File: config.mk
export PLATFORM = sky130hd
export DESIGN_NAME = gcd_result_queue
export DESIGN_NICKNAME = d
export VERILOG_FILES = /design/src/rtl/gcd_result_queue.sv
export SDC_FILE = /design/constraint.sdc
export NUM_CORES = 1
export LEC_CHECK = 0
export ABC_AREA = 1
export BUFFER_PORTS_ARGS = -buffer_cell sky130_fd_sc_hd__buf_2
export CAP_MARGIN = 20
export CORE_ASPECT_RATIO = 0.7
export CORE_MARGIN = 2
export CORE_UTILIZATION = 51
export DETAILED_ROUTE_END_ITERATION = 10
export GPL_ROUTABILITY_DRIVEN = 0
export HOLD_SLACK_MARGIN = 0.12
export PLACE_DENSITY = 0.73
export SLEW_MARGIN = 20
export SYNTH_ARGS = -nofsm -noshare
export SYNTH_HDL_FRONTEND = slang
export SYNTH_SLANG_ARGS = --single-unit
File: constraint.sdc
create_clock -name clk -period 4.5 [get_ports clk]
set_input_delay 0.45 -clock clk [delete_from_list [all_inputs] [get_ports clk]]
set_output_delay 0.45 -clock clk [all_outputs]
set_load 0.02 [all_outputs]
File: src/rtl/gcd_result_queue.sv
// Result FIFO behind the GCD core: absorbs unthrottled result pulses and tracks jobs in flight.
// Optional macro GCD_RQ_DROP_STATS_EN adds a saturating 8-bit counter of dropped results on io_drops.
module gcd_result_queue #(
   parameter int DEPTH = 4,
   parameter int WIDTH = 16
) (
   input  logic                     clk,
   input  logic                     reset,
   input  logic                     io_issue,
   input  logic                     io_in_valid,
   input  logic [WIDTH-1:0]         io_in_data,
   output logic                     io_issue_ok,
   output logic                     io_out_valid,
   input  logic                     io_out_ready,
   output logic [WIDTH-1:0]         io_out_data,
   output logic [$clog2(DEPTH):0]   io_count,
   output logic                     io_overflow,
   output logic [7:0]               io_drops
);

   localparam int AW = $clog2(DEPTH);
   localparam int CW = AW + 1;
   localparam logic [CW-1:0] ONE     = CW'(1);
   localparam logic [CW:0]   DEPTH_L = (CW+1)'(DEPTH);

   function automatic logic [CW-1:0] inc_sat(input logic [CW-1:0] v);
      return (v == {CW{1'b1}}) ? v : v + ONE;
   endfunction

   function automatic logic [CW-1:0] dec_sat(input logic [CW-1:0] v);
      return (v == '0) ? v : v - ONE;
   endfunction

   logic [WIDTH-1:0] mem_q [DEPTH];
   logic [CW-1:0]    wp_q, wp_d;
   logic [CW-1:0]    rp_q, rp_d;
   logic [CW-1:0]    inflight_q, inflight_d;
   logic             overflow_q, overflow_d;
   logic             empty, full, push, pop, drop;
   logic [CW-1:0]    count;
   logic [CW:0]      budget;

   always_comb begin
      empty = (wp_q == rp_q);
      full  = (wp_q[AW-1:0] == rp_q[AW-1:0]) && (wp_q[AW] != rp_q[AW]);
      pop   = !empty && io_out_ready;
      // A pop in the same cycle frees the slot, so a full queue still accepts.
      push  = io_in_valid && (!full || pop);
      drop  = io_in_valid && full && !pop;

      wp_d = push ? wp_q + ONE : wp_q;
      rp_d = pop  ? rp_q + ONE : rp_q;

      inflight_d = inflight_q;
      case ({io_issue, io_in_valid})
         2'b10:   inflight_d = inc_sat(inflight_q);
         2'b01:   inflight_d = dec_sat(inflight_q);
         default: inflight_d = inflight_q;
      endcase

      overflow_d = overflow_q | drop;

      count  = wp_q - rp_q;
      budget = {1'b0, count} + {1'b0, inflight_q};
   end

   always_ff @(posedge clk or negedge reset) begin
      if (!reset) begin
         wp_q       <= '0;
         rp_q       <= '0;
         inflight_q <= '0;
         overflow_q <= 1'b0;
      end else begin
         wp_q       <= wp_d;
         rp_q       <= rp_d;
         inflight_q <= inflight_d;
         overflow_q <= overflow_d;
      end
   end

   // Storage holds data only, so it carries no reset.
   always_ff @(posedge clk) begin
      if (push) begin
         mem_q[wp_q[AW-1:0]] <= io_in_data;
      end
   end

`ifdef GCD_RQ_DROP_STATS_EN
   logic [7:0] drops_q, drops_d;

   always_comb begin
      drops_d = drops_q;
      if (drop && (drops_q != 8'hFF)) begin
         drops_d = drops_q + 8'd1;
      end
   end

   always_ff @(posedge clk or negedge reset) begin
      if (!reset) begin
         drops_q <= 8'h00;
      end else begin
         drops_q <= drops_d;
      end
   end

   assign io_drops = drops_q;
`else
   assign io_drops = 8'h00;
`endif

   assign io_out_valid = !empty;
   assign io_out_data  = mem_q[rp_q[AW-1:0]];
   assign io_count     = count;
   assign io_overflow  = overflow_q;
   assign io_issue_ok  = (budget < DEPTH_L);

endmodule

==> metrics.csv <==
metric;value;unit
hold_path.class;in2reg;
drive_gt1_frac;0.205;
drc;0;
cts.sinks;74;
ys_ff_latch;74;
seq_area_frac_synth;0.680;
cp.required;4.05;ns
path_max_fanout;19;
max_slew_margin;0.469;
slew_violations;0;
nFillCells;491;
dp_hpwl;3.94;mm
core_area;6160;um^2
clock_skew;0.00933;ns
synthTopCellsByArea;edfxtp_1 60%, dfrtp_1 7.8%, nor2_1 4.9%;
ant_nets;0;
tightest_slew;0.795;ns
p_per_area;732;nW/um^2
grt_usage;0.184;
dp_cells;383;
die_h;70.2;um
insertion_delay;0.35;ns
grt_pass1_vias;1881;
final_cell_mix;64 x edfxtp_1, 42 x buf_2, 41 x nor2_1;
routed_wl;5.96;mm
cp-start-kind;flop;
leakagePower;1.50;nW
fin_tns_setup;0;ns
clk_pin_slew;0.08;ns
first_iter_violations;113;
cts_buffer_depth;2;
ys_async_sr_fraction;0.135;
wl_per_cell;14.9;um
cpMaxStageDelayCell;dfrtp_1;
fin_cells;400;
synth_top_area_share;0.601;
rsz0062_at_grt;no;
clock.fmax;300;MHz
pin_count;51;
diodes;0;
grt_first_pass_wirelength;9.58;mm
dr.pass1.iters;4;
antenna_found_initial;0;
min_period;3.34;ns
rows;24;
synth-edff-count;64;
start_util;0.519;
htree_levels;3;
final_nets;351;
ys_warn_count;0;
area_growth;15.6;%
cts_tree;yes;
worstSetupPathType;reg2out;
cp_slowest_stage_delay;0.66;ns
max-cap-violations;0;
crit_arrival;2.89;ns
hold_viol;0;
synth_largest_area_cell;edfxtp_1;
cts_setup_buffers;0;
vias;2091;
design.die.area;6920;um^2
synth-main-ff-cell;edfxtp_1;
viasPerCell;5.23;
io_buffers;42;
setup_viol;0;
numCtsBuffers;9;
ir_drop;0.000386;V
syn_inst;268;
avgSynthCellArea;11.9;um^2
syn-cell-area;3200;um^2
outcome;completed;
grt_max_degree;36;
worstPathCellList;inv_1 > fa_1 > xnor2_1 > ha_1 > nor4_1 > buf_2;
root_buffer;clkbuf_8;
overflow;0;
period_share;0.742;
yosys.cell_types.count;21;
end_kind;primary output;
die_w;98.6;um
layout_commonest_cell;edfxtp_1;
==> synthesized netlist by cell type, types with 2 or more instances <==
library cell	n
ha_1	11
o21ai_0	20
buf_4	9
nand2_2	2
nand2_1	36
inv_1	20
o21ai_1	13
buf_2	7
nand3b_1	2
nand3_1	7
nor2_1	42
xor2_1	2
dfrtp_1	10
o22ai_1	16
fa_1	2
edfxtp_1	64
==> metrics by stage <==
step | util | cell area (um^2) | power (mW) | hold WS (ns) | setup WS, ns
2_1_floorplan | - | 3220 | 1.81 | 0.154 | 1.47
3_5_place_dp | 0.562 | 3460 | 2.16 | 0.328 | 1.51
4_1_cts | 0.600 | 3690 | 2.73 | 0.305 | 1.13
6_report | 0.600 | 3690 | 2.70 | 0.313 | 1.16
5_1_grt | 0.600 | 3690 | 2.89 | 0.309 | 0.923
3_3_place_gp | 0.562 | 3460 | 2.13 | 0.328 | 1.40
==> final cells by class <==
class / count / area, um^2 / area share
clock buffers: 9 / 124 / 0.0335
clock inverters: 7 / 101 / 0.0274
inverters: 21 / 78.8 / 0.0213
multi-input cells: 164 / 871 / 0.236
flip-flops and latches: 74 / 2170 / 0.588
well taps: 78 / 97.6 / 0.0264
repair buffers: 47 / 250 / 0.0677
==> critical path, delay by kind of cell (launching register included) <==
family,cells,cell delay (ns)
xor gates and xnor gates,1,0.23
DFF,1,0.66
adders and majority gates,2,0.80
and+or+nand+nor,1,0.20
buffers and inverters,2,0.64
==> what timing repair did <==
action                     in CTS  in global routing
setup endpoints to repair       0                  0
gates resized for setup         0                  0
hold buffers                    1                  0
hold endpoints to repair       10                  0
==> path summary, 6_finish.rpt <==
| path | slack (ns) | cells past startpoint | startpoint | end |
|---|---|---|---|---|
| worst min register to register | 0.50 | 1 | io_overflow | io_overflow |
| worst min-delay path | 0.31 | 1 | io_in_data[11] | mem_q[0][11] |
| min in group asynchronous | 0.48 | 2 | reset | inflight_q[1] |
| worst max-delay path | 1.16 | 6 | rp_q[1] | io_issue_ok |
| max in group asynchronous | 3.82 | 2 | reset | wp_q[2] |
| worst max register to register | 1.65 | 7 | rp_q[1] | mem_q[2][7] |
==> cell families (layout without fill, tap and decap cells) <==
| kind of cell | after synthesis | after routing | share of synthesized area |
|---|---|---|---|
| AO/OA/AOI/OAI | 50 | 50 | 0.0854 |
| XOR/XNOR | 3 | 3 | 0.00822 |
| adder cells (fa/ha/maj) | 13 | 13 | 0.0556 |
| buffers and inverters | 37 | 84 | 0.0568 |
| flip-flops | 74 | 74 | 0.680 |
| other | 1 | 8 | 0.00117 |
| AND/OR/NAND/NOR | 90 | 90 | 0.113 |
==> power by group <==
group	internal, mW	switching [mW]	total [mW]
Clock	0.317	0.256	0.573
Sequential	0.917	0.0882	1.00
Combinational	0.365	0.762	1.13
==> state kept, by name (all words and copies together) (netlist names) <==
signal and cells:
mem_q 64, inflight_q 3, rp_q 3, wp_q 3
io_overflow 1
==> per-layer routing <==
| layer | vias up | share of wire | GRT usage | wire [um] |
|---|---|---|---|---|
| li1 | 1017 | - | - | - |
| met1 | 1005 | 0.48 | 0.258 | 2890 |
| met2 | 56 | 0.45 | 0.266 | 2660 |
| met3 | 13 | 0.046 | 0.0581 | 275 |
| met4 | 0 | 0.023 | 0.0807 | 139 |
| met5 | - | 0 | 0 | 0 |
(Power assumes the default switching activity.)
